<file path="src/rtl/mig1_ram_arbiter.sv">
// Arbitrates the single-read/single-write Mig1 RAM between instruction fetch and load/store.
// Round-robin read port, LS-owned write port, read-after-write interlock, one-cycle read return.
module mig1_ram_arbiter #(
  parameter int DATA_SIZE  = 4,
  parameter int ADDR_WIDTH = 8,
  parameter int CNT_WIDTH  = 16,
  localparam int DATA_WIDTH = DATA_SIZE * 8
) (
  input  logic                  clk_i,
  input  logic                  rst_i,
  input  logic                  if_req_i,
  input  logic [ADDR_WIDTH-1:0] if_addr_i,
  output logic                  if_gnt_o,
  output logic                  if_rvalid_o,
  output logic [DATA_WIDTH-1:0] if_rdata_o,
  input  logic                  ls_req_i,
  input  logic                  ls_we_i,
  input  logic [ADDR_WIDTH-1:0] ls_addr_i,
  input  logic [DATA_WIDTH-1:0] ls_wdata_i,
  output logic                  ls_gnt_o,
  output logic                  ls_rvalid_o,
  output logic [DATA_WIDTH-1:0] ls_rdata_o,
  output logic                  ram_rd_en_o,
  output logic [ADDR_WIDTH-1:0] ram_rd_addr_o,
  input  logic [DATA_WIDTH-1:0] ram_rd_data_i,
  output logic                  ram_wr_en_o,
  output logic [ADDR_WIDTH-1:0] ram_wr_addr_o,
  output logic [DATA_WIDTH-1:0] ram_wr_data_o,
  output logic [CNT_WIDTH-1:0]  conflict_cnt_o
);

  typedef enum logic {
    REQ_IF = 1'b0,
    REQ_LS = 1'b1
  } req_id_e;

  req_id_e              rr_last_q, rr_last_d;
  logic                 if_pend_q, if_pend_d;
  logic                 ls_pend_q, ls_pend_d;
  logic [CNT_WIDTH-1:0] cnt_q, cnt_d;

  logic ls_wr, ls_rd, if_hazard, if_cand, withheld;

  always_comb begin
    ls_wr         = ls_req_i & ls_we_i;
    ls_rd         = ls_req_i & ~ls_we_i;
    // A write lands at the end of this cycle, so a same-address IF read must wait one cycle.
    if_hazard     = if_req_i & ls_wr & (if_addr_i == ls_addr_i);
    if_cand       = if_req_i & ~if_hazard;

    if_gnt_o      = 1'b0;
    ls_gnt_o      = 1'b0;
    ram_rd_en_o   = 1'b0;
    ram_rd_addr_o = if_addr_i;
    ram_wr_en_o   = 1'b0;
    ram_wr_addr_o = ls_addr_i;
    ram_wr_data_o = ls_wdata_i;
    rr_last_d     = rr_last_q;

    if (!rst_i) begin
      if (ls_wr) begin
        ls_gnt_o    = 1'b1;
        ram_wr_en_o = 1'b1;
      end
      if (if_cand && ls_rd) begin
        if (rr_last_q == REQ_LS) if_gnt_o = 1'b1;
        else                     ls_gnt_o = 1'b1;
      end else if (if_cand) begin
        if_gnt_o = 1'b1;
      end else if (ls_rd) begin
        ls_gnt_o = 1'b1;
      end

      if (if_gnt_o) begin
        ram_rd_en_o   = 1'b1;
        ram_rd_addr_o = if_addr_i;
        rr_last_d     = REQ_IF;
      end else if (ls_gnt_o && ls_rd) begin
        ram_rd_en_o   = 1'b1;
        ram_rd_addr_o = ls_addr_i;
        rr_last_d     = REQ_LS;
      end
    end

    withheld  = (if_req_i & ~if_gnt_o) | (ls_rd & ~ls_gnt_o);
    cnt_d     = cnt_q;
    if (withheld && (cnt_q != {CNT_WIDTH{1'b1}})) cnt_d = cnt_q + 1'b1;

    if_pend_d = if_gnt_o;
    ls_pend_d = ls_gnt_o & ls_rd;
  end

  always_ff @(posedge clk_i) begin
    if (rst_i) begin
      rr_last_q <= REQ_IF;
      if_pend_q <= 1'b0;
      ls_pend_q <= 1'b0;
      cnt_q     <= '0;
    end else begin
      rr_last_q <= rr_last_d;
      if_pend_q <= if_pend_d;
      ls_pend_q <= ls_pend_d;
      cnt_q     <= cnt_d;
    end
  end

  assign if_rvalid_o    = if_pend_q;
  assign ls_rvalid_o    = ls_pend_q;
  assign if_rdata_o     = if_pend_q ? ram_rd_data_i : '0;
  assign ls_rdata_o     = ls_pend_q ? ram_rd_data_i : '0;
  assign conflict_cnt_o = cnt_q;

endmodule
</file>
<file path="config.mk">
export PLATFORM = sky130hd
export DESIGN_NAME = mig1_ram_arbiter
export DESIGN_NICKNAME = d
export VERILOG_FILES = /design/src/rtl/mig1_ram_arbiter.sv
export SDC_FILE = /design/constraint.sdc
export NUM_CORES = 1
export LEC_CHECK = 0
export ABC_AREA = 1
export BUFFER_PORTS_ARGS = -buffer_cell sky130_fd_sc_hd__buf_2
export CAP_MARGIN = 20
export CORE_MARGIN = 2
export CORE_UTILIZATION = 30
export DETAILED_ROUTE_END_ITERATION = 10
export PLACE_DENSITY = 0.68
export SYNTH_ARGS = -nofsm -noshare
export SYNTH_HDL_FRONTEND = slang
export SYNTH_SLANG_ARGS = --single-unit
</file>
<file path="constraint.sdc">
create_clock -name clk_i -period 2.3 [get_ports clk_i]
set_input_delay 0.46 -clock clk_i [delete_from_list [all_inputs] [get_ports clk_i]]
set_output_delay 0.46 -clock clk_i [all_outputs]
set_load 0.02 [all_outputs]
</file>
==> qor.txt, run 1 <==
Outcome: finished clean
Die X: 89.24 um
Total track usage: 17.00%
Die Y: 89.24 um
CTS buffer count: 3
First-pass GRT wire length: 10.41 mm
Max-slew violations: 0
Final hold vios: 0
Minimum clock period: 2069 ps
Final RePlAce weighted congestion: 0.9229
Place WS: 247.2 ps
Pint: 0.5655 mW
Leakage: 2.018 nW
Yosys warning total: 0
GRT overflow: 0
Total core area: 7137 sq um
Post-synth ARST share: 0%
Most common cell in the netlist: nand2_1
Post-DR vias/cell: 4.290
Critical Path RT: 1840 ps
Postcts setup bufs: 0
Initial DRT Pass Iterations: 4
Fmax: 0.4832 GHz
Antenna viol nets, final: 0
Seq/Total Area, Yosys: 17.45%
Number of synthesized flops with an enable pin: 0
Routed via count: 2548
Yosys reg bits: 19
CTS resizes: 0
CTS clk-pin slew, worst paths: 70 ps
Top Ports: 219
Synth area leaders: nand2_1 22%, dfxtp_1 17%, inv_1 16%, buf_4 14%, nand3_1 5.7%
CTS tree: done
PnR worst setup slack: 230.5 ps
Placed inst area: 2745 sq um
DRC viols: 0
Total Die Area: 7963 sq um
Startpoint Class: flop
IO buf count: 154
Synthesized instance count: 385
Net Count, Synth: 471
Nets: 582
Clk root buf: clkbuf_8
Synth cell types: 28
Final instance area: 2790 sq um
Largest net degree at the start of global routing: 34
Vias in the first global route: 2186
Critical Path Fanout Max: 12
Tot Pwr: 0.8882 mW
Clock network power share: 26.6%
RSZ-0062 raised after global routing: no
Share of layout cells above drive strength 1: 35.35%
Combinational share of power: 34.7%
Initial antenna violation count: 0
Max cap viols: 0
Rel. slew slack: 73.04%
Data arrival, critical path: 1610 ps
Sink Count: 19
Hold_buf cts: 0
Clock Path Buffers: 2
Filler cells: 808
H-tree levels: 1
Crit path capture type: output pin
Reg power frac: 38.7%
Area Overhead vs Synth: 28.01%
Kind of critical path: flop to output pin
# setup viols final: 0
Part of the cycle the worst path needs: 89.98%
DR WL/cell: 12.11 um
Iter 0 DRT Violations: 59
Primary FF master, synth: dfxtp_1
Post-Syn Area: 2180 sq um
Tightest Pin Transition: 402.2 ps
Worst hold path type: input port to flop
Starting density of the core: 30.54%
Setup TNS: 0 ps
PwrDens: 318.3 nW/um^2
Row cnt: 31
Worst-Skew Late Latency: 260 ps
Top cells by count, synth: 125 x nand2_1, 92 x inv_1, 41 x buf_4
Number of diodes: 0
Clock skew: 1.150 ps
Post-synth top area share: 21.53%
Mapped Avg Cell Area: 5.661 sq um
Switching Share: 36.33%
Peak VDD IR: 254.7 uV
Cell taking the most area after synthesis: nand2_1
DP HPWL: 6.238 mm
WL final: 7.196 mm
Net Switching: 0.3227 mW
## layout by cell type (no fill, tap or decap)
cell	count
nand2_1	125
a21oi_2	7
a21oi_1	11
o21ai_0	6
nand4_2	1
nand2_4	2
a31oi_1	1
nand4_1	3
nand3b_1	1
inv_1	92
xnor2_1	7
or2_1	1
clkbuf_8	3
xor2_1	8
nor3_1	1
nor3_2	1
o211ai_1	1
buf_2	154
nor2_1	17
nor4_2	1
nor3_4	1
nand4_4	1
buf_4	4
nand3_1	25
dfxtp_1	19
ha_1	1
clkbuf_1	1
## layer usage
metal	global-route usage, %	part of all wire [%]	vias up
met5	0	0	-
met4	4.342	0.99	0
met3	5.263	9.8	6
li1	-	-	1304
met2	29.70	47	119
met1	20.22	42	1119
## power groups by stage
stage / Combinational [mW] / Clock (mW) / Sequential [mW]
after floorplan: 0.262 / 0 / 0.356
after global placement: 0.306 / 0 / 0.351
after detailed placement: 0.309 / 0 / 0.351
after CTS: 0.309 / 0.245 / 0.344
after global routing: 0.340 / 0.259 / 0.345
final: 0.308 / 0.236 / 0.344
## flip-flops by register name (all words and copies together), names as in the netlist
signal          cells
rr_last_q           1
ls_rvalid_o         1
conflict_cnt_o     16
if_rvalid_o         1
## area by class of cell
cell class	count	area, sq um	share of cell area (%)
repair buffers	158	800.8	28.70
inverters	92	345.3	12.38
clock buffers	4	45.04	1.614
flip-flops and latches	19	380.4	13.63
multi-input cells	222	1095	39.24
well taps	99	123.9	4.439
## final timing paths
path                                  start                             end  slack [ps]  depth (start not counted)
max                  rr_last_q$_SDFFE_PP0N_                ram_rd_addr_o[5]         230                          7
min                                   rst_i  conflict_cnt_o[5]$_SDFFE_PP0P_         500                          2
max reg2reg  conflict_cnt_o[0]$_SDFFE_PP0P_  conflict_cnt_o[2]$_SDFFE_PP0P_         310                          7
min reg2reg  conflict_cnt_o[7]$_SDFFE_PP0P_  conflict_cnt_o[7]$_SDFFE_PP0P_         500                          2
## through the flow
step	util, %	hold slack, ps	cells
global placement	38.46	482.4	590
global route	39.10	518.9	594
floorplan	-	489.4	385
detailed placement	38.46	495.6	590
CTS	39.10	497.8	594
finish	39.10	501.3	594
## cells by family after synthesis
kind of cell / Yosys count / share of synthesized area [%]
AND/OR/NAND/NOR: 180 / 36.28
buffers and inverters: 144 / 32.32
AO/OA/AOI/OAI: 26 / 7.348
flip-flops: 19 / 17.45
XOR/XNOR: 15 / 6.028
adder cells (fa/ha/maj): 1 / 0.5740
## critical path, cell delays in order (launching register included)
cell,delay [ps]
dfxtp_1,320
a31oi_1,230
nand2_1,100
nor2_1,170
buf_4,200
nand2_1,50
o21ai_0,80
buf_2,200
(Power assumes the default switching activity.)
==> inputs of run 2 (changes only) <==
- PLACE_DENSITY: 0.68 -> 0.71
- clock period: 2.3 -> 1.8 ns (I/O delays scaled with it)
==> run 2 against run 1 <==
Against the previous run:
- clock skew grew 3.4 ps
- critical path depth is the same
- wire length grew 4.1%
- core utilization grew 3.2 points
- largest power group is now combinational logic
- die area is the same
- sequential power grew 26%
- clock-buffer cell count shrank 1
- setup slack lost 200 ps
- cell count grew 3.5%
==> qor.txt, run 2 (synthesized netlist as in run 1, its figures left out) <==
DRC viols: 0
Outcome: finished clean
Rel. slew slack: 78.93%
Max reg flops: 16
IO buf count: 154
Area Overhead vs Synth: 38.40%
Row cnt: 31
Critical Path Fanout Max: 4
Iter 0 DRT Violations: 78
CP max-delay cell: dfxtp_2
Clock Path Buffers: 2
Met3 routed WL: 695 um
Total core area: 7137 sq um
Fmax: 0.5664 GHz
Top Layer Used: met4
Leakage: 2.141 nW
Startpoint Class: flop
H-tree levels: 1
# setup viols final: 0
RSZ-0062 raised after global routing: yes
Post-DR vias/cell: 4.286
Buf+Inv Stages, Crit Path: 2
CTS clk-pin slew, worst paths: 70 ps
Most common cell on crit path: nand2_2
Part of the cycle the worst path needs: 98.08%
CTS tree: done
Worst hold path type: flop to flop
CTS buffer count: 3
M1 wire length: 3.050 mm
Max-slew violations: 0
Max cap viols: 0
Worst-Skew Late Latency: 260 ps
Critical path's top delay family: flip-flops
Number of diodes: 0
WL final: 7.494 mm
Tightest Pin Transition: 316.1 ps
Total track usage: 17.15%
Tot Pwr: 1.179 mW
Minimum clock period: 1765 ps
PwrDens: 390.7 nW/um^2
CP Cell Sequence: a31oi_4 > nand2_2 > nor2_4 > buf_6 > nand2_2 > o21ai_1 > buf_4
Placed cell count: 609
Clk root buf: clkbuf_8
Vias in the first global route: 2146
Initial DRT Pass Iterations: 4
Total Die Area: 7963 sq um
Nets: 603
Die X: 89.24 um
Footprint of the multi-input gates: 1127 sq um
Kind of critical path: flop to output pin
Final RePlAce weighted congestion: 0.9218
DR WL/cell: 12.19 um
Filler cells: 791
GRT overflow: 0
Most frequent cells in the layout: 145 x buf_2, 122 x nand2_1, 92 x inv_1
CP peak stage delay: 340 ps
Commonest non-fill, non-tap cell in the layout: buf_2
Data arrival, critical path: 1410 ps
Starting density of the core: 30.54%
Top Ports: 219
Final hold vios: 0
Antenna viol nets, final: 0
Critical Path RT: 1440 ps
Setup TNS: 0 ps
Crit path capture type: output pin
Initial antenna violation count: 0
Clock skew: 4.592 ps
Sink Count: 19
Share of layout cells above drive strength 1: 39.53%
Layout Cells excl Fill: 615
Peak VDD IR: 354.8 uV
Die Y: 89.24 um
Sequential cell area: 381.6 sq um
Routed via count: 2636
DP HPWL: 6.377 mm
DR WL met2: 3.674 mm
First-pass GRT wire length: 10.47 mm
Largest net degree at the start of global routing: 34
-- run 2: worst paths after layout --
path,start,end,slack (ps),cells after the start
setup / recovery,rr_last_q$_SDFFE_PP0N_,ram_rd_addr_o[1],30,7
hold / removal,conflict_cnt_o[9]$_SDFFE_PP0P_,conflict_cnt_o[9]$_SDFFE_PP0P_,510,2
setup reg to reg,conflict_cnt_o[0]$_SDFFE_PP0P_,conflict_cnt_o[14]$_SDFFE_PP0P_,250,8
hold reg to reg,conflict_cnt_o[9]$_SDFFE_PP0P_,conflict_cnt_o[9]$_SDFFE_PP0P_,510,2
-- run 2: where the power goes --
| part | internal [mW] | leakage, nW | switching, mW |
|---|---|---|---|
| Combinational | 0.167 | 1.96 | 0.278 |
| Clock | 0.154 | 0.0255 | 0.147 |
| Sequential | 0.428 | 0.154 | 0.00445 |
-- run 2: through the flow --
step	util, %	area (sq um)	worst slack (ps)	hold slack (ps)
floorplan	-	2180	0.6087	489.4
global placement	40.46	2888	-37.53	477.4
detailed placement	40.46	2888	-9.478	495.2
CTS	41.69	2975	-33.35	494.4
global route	42.27	3017	-40.91	534.6
finish	42.27	3017	34.54	505.4
-- run 2: cell type report --
type | instances | area share (%)
Sequential cell | 19 | 12.65
Multi-Input combinational cell | 222 | 37.37
Inverter | 92 | 11.45
Tap cell | 99 | 4.106
Clock buffer | 3 | 1.369
Timing Repair Buffer | 179 | 32.89
Clock inverter | 1 | 0.1659
-- run 2: worst register-to-register path, cell delays in order (launching register included) --
cell and delay, ps:
dfxtp_1 340, ha_1 180, nand2_1 120, nor3_4 240
buf_4 160, nand3_1 90, xnor2_1 140, nand3_1 100
a21oi_2 140
-- run 2: layer usage --
metal / track usage (%) / vias to the layer above
li1: - / 1347
met1: 19.87 / 1170
met2: 31.18 / 112
met3: 5.078 / 7
met4: 3.528 / 0
met5: 0 / -
-- run 2: what timing repair did --
| item | 4_1_cts | 5_1_grt |
|---|---|---|
| gates cloned | 0 | 0 |
| hold buffers | 0 | 0 |
| pin swaps | 2 | 3 |
| resized for setup | 16 | 9 |
| endpoints found under the setup margin | 8 | 10 |
| buffers inserted | 1 | 1 |
==> inputs of run 3 (changes only) <==
- CORE_ASPECT_RATIO: default -> 1.5
==> run 3 against run 2 <==
Against the previous run:
- the run now ends with negative setup slack left
- clock power rose by 2%
- maximum frequency fell by 5.2%
- sequential share of layout area down 0.26 points
- via count grew 4.2%
- register-to-register slack got worse by 140 ps
- clock-buffer cell count stayed put
- cell count is 0.98% lower
- non-clock buffer count rose by 3
- highest routed layer is now met5
- die area rose by 0.18%
- clock skew is 9.3 ps higher
==> qor.txt, run 3 (synthesized netlist as in run 1, its figures left out) <==
Total Die Area: 7977 sq um
Critical Path RT: 1440 ps
Vias in the first global route: 2472
IO buf count: 154
Post-DR vias/cell: 4.509
Leakage: 2.171 nW
Switching Share: 36.51%
Reg power frac: 36.1%
Worst-Skew Late Latency: 270 ps
DP HPWL: 7.533 mm
Clock network power share: 25.5%
Failing checks: negative setup slack
Outcome: finished, violations left
RSZ-0062 raised after global routing: yes
GRT overflow: 0
Part of the cycle the worst path needs: 103.5%
Worst r2r src: rr_last_q$_SDFFE_PP0N_
Die X: 73.60 um
# setup viols final: 2
Final core utilization: 43.18%
Area Overhead vs Synth: 41.27%
Fmax: 0.5369 GHz
Commonest non-fill, non-tap cell in the layout: buf_2
Critical Path Fanout Max: 8
Sink Count: 19
Critical Path Source: rr_last_q$_SDFFE_PP0N_
Worst hold path type: flop to flop
Startpoint Class: flop
H-tree levels: 1
Clock skew: 13.94 ps
Clk root buf: clkbuf_8
Share of layout cells above drive strength 1: 40.66%
CTS tree: done
Row cnt: 38
Total track usage: 20.48%
Total core area: 7132 sq um
Max cap viols: 0
Tot Pwr: 1.200 mW
Minimum clock period: 1863 ps
Hold Crit Start: conflict_cnt_o[7]$_SDFFE_PP0P_
Combinational share of power: 38.5%
Largest net degree at the start of global routing: 34
Data arrival, critical path: 1500 ps
PnR worst setup slack: -62.72 ps
Peak VDD IR: 462.4 uV
CTS clk-pin slew, worst paths: 80 ps
Net Switching: 0.4383 mW
Final hold vios: 0
Starting density of the core: 30.56%
CTS buffer count: 3
Antenna viol nets, final: 0
Rel. slew slack: 79.08%
Routed via count: 2746
Most frequent cells in the layout: 145 x buf_2, 120 x nand2_1, 91 x inv_1
Max reg flops: 16
Nets: 606
PwrDens: 389.8 nW/um^2
Clock Path Buffers: 2
Pint: 0.7621 mW
DR WL/cell: 14.29 um
Place WS: -15.52 ps
Final RePlAce weighted congestion: 0.9135
Tightest Pin Transition: 313.8 ps
WL final: 8.701 mm
Hold_buf cts: 0
Initial DRT Pass Iterations: 4
Kind of critical path: flop to output pin
DRC viols: 0
Setup TNS: -68.27 ps
Die Y: 108.4 um
Max-slew violations: 0
First-pass GRT wire length: 12.23 mm
Initial antenna violation count: 15
Top Ports: 219
Iter 0 DRT Violations: 52
Crit path capture type: output pin
==> run 3: path summary, 6_finish.rpt <==
| kind | end | slack, ps | depth (start not counted) |
|---|---|---|---|
| hold / removal | conflict_cnt_o[7]$_SDFFE_PP0P_ | 490 | 2 |
| hold reg to reg | conflict_cnt_o[7]$_SDFFE_PP0P_ | 490 | 2 |
| setup reg to reg | conflict_cnt_o[13]$_SDFFE_PP0P_ | 110 | 11 |
| setup / recovery | ram_rd_addr_o[1] | -60 | 7 |
==> run 3: worst max-delay path, cell delays in order, from the launching register on <==
cell and delay [ps]:
dfxtp_2 340, a31oi_4 190, nand2_2 100, nor2_4 130, buf_6 150, nand2_1 60
o21ai_1 90, buf_4 170
==> run 3: what timing repair did <==
action	in CTS	in global routing
setup buffers	4	0
setup endpoints to repair	8	13
gates resized for setup	15	18
hold endpoints to repair	0	0
pin swaps	3	5
==> run 3: metal layers <==
layer | GRT usage (%) | part of all wire [%]
met1 | 16.36 | 31
met2 | 36.73 | 48
met3 | 16.87 | 17
met4 | 5.714 | 2.6
met5 | 0 | 0.80
==> run 3: final cells by class <==
cell class	instances	area, sq um
antenna	10	25.02
fill	780	4053
tap	80	100.1
sequential	19	381.6
inverter	92	345.3
clock inverter	1	5.005
clock buffer	3	41.29
multi-input combinational	222	1142
timing repair buffer	182	1039
==> run 3: power by group through the flow <==
stage / clock network (mW) / logic [mW] / registers, mW
4_1_cts: 0.312 / 0.446 / 0.432
6_report: 0.306 / 0.462 / 0.433
2_1_floorplan: 0 / 0.335 / 0.455
3_5_place_dp: 0 / 0.429 / 0.442
3_3_place_gp: 0 / 0.422 / 0.442
5_1_grt: 0.327 / 0.505 / 0.434
==> run 3: through the flow <==
step	hold WS (ps)	instance area, sq um	std cells
6_report	490.8	3079	609
2_1_floorplan	489.4	2180	385
3_5_place_dp	484.8	2884	591
5_1_grt	505.3	3067	604
4_1_cts	495.8	2990	599
3_3_place_gp	476.3	2884	591
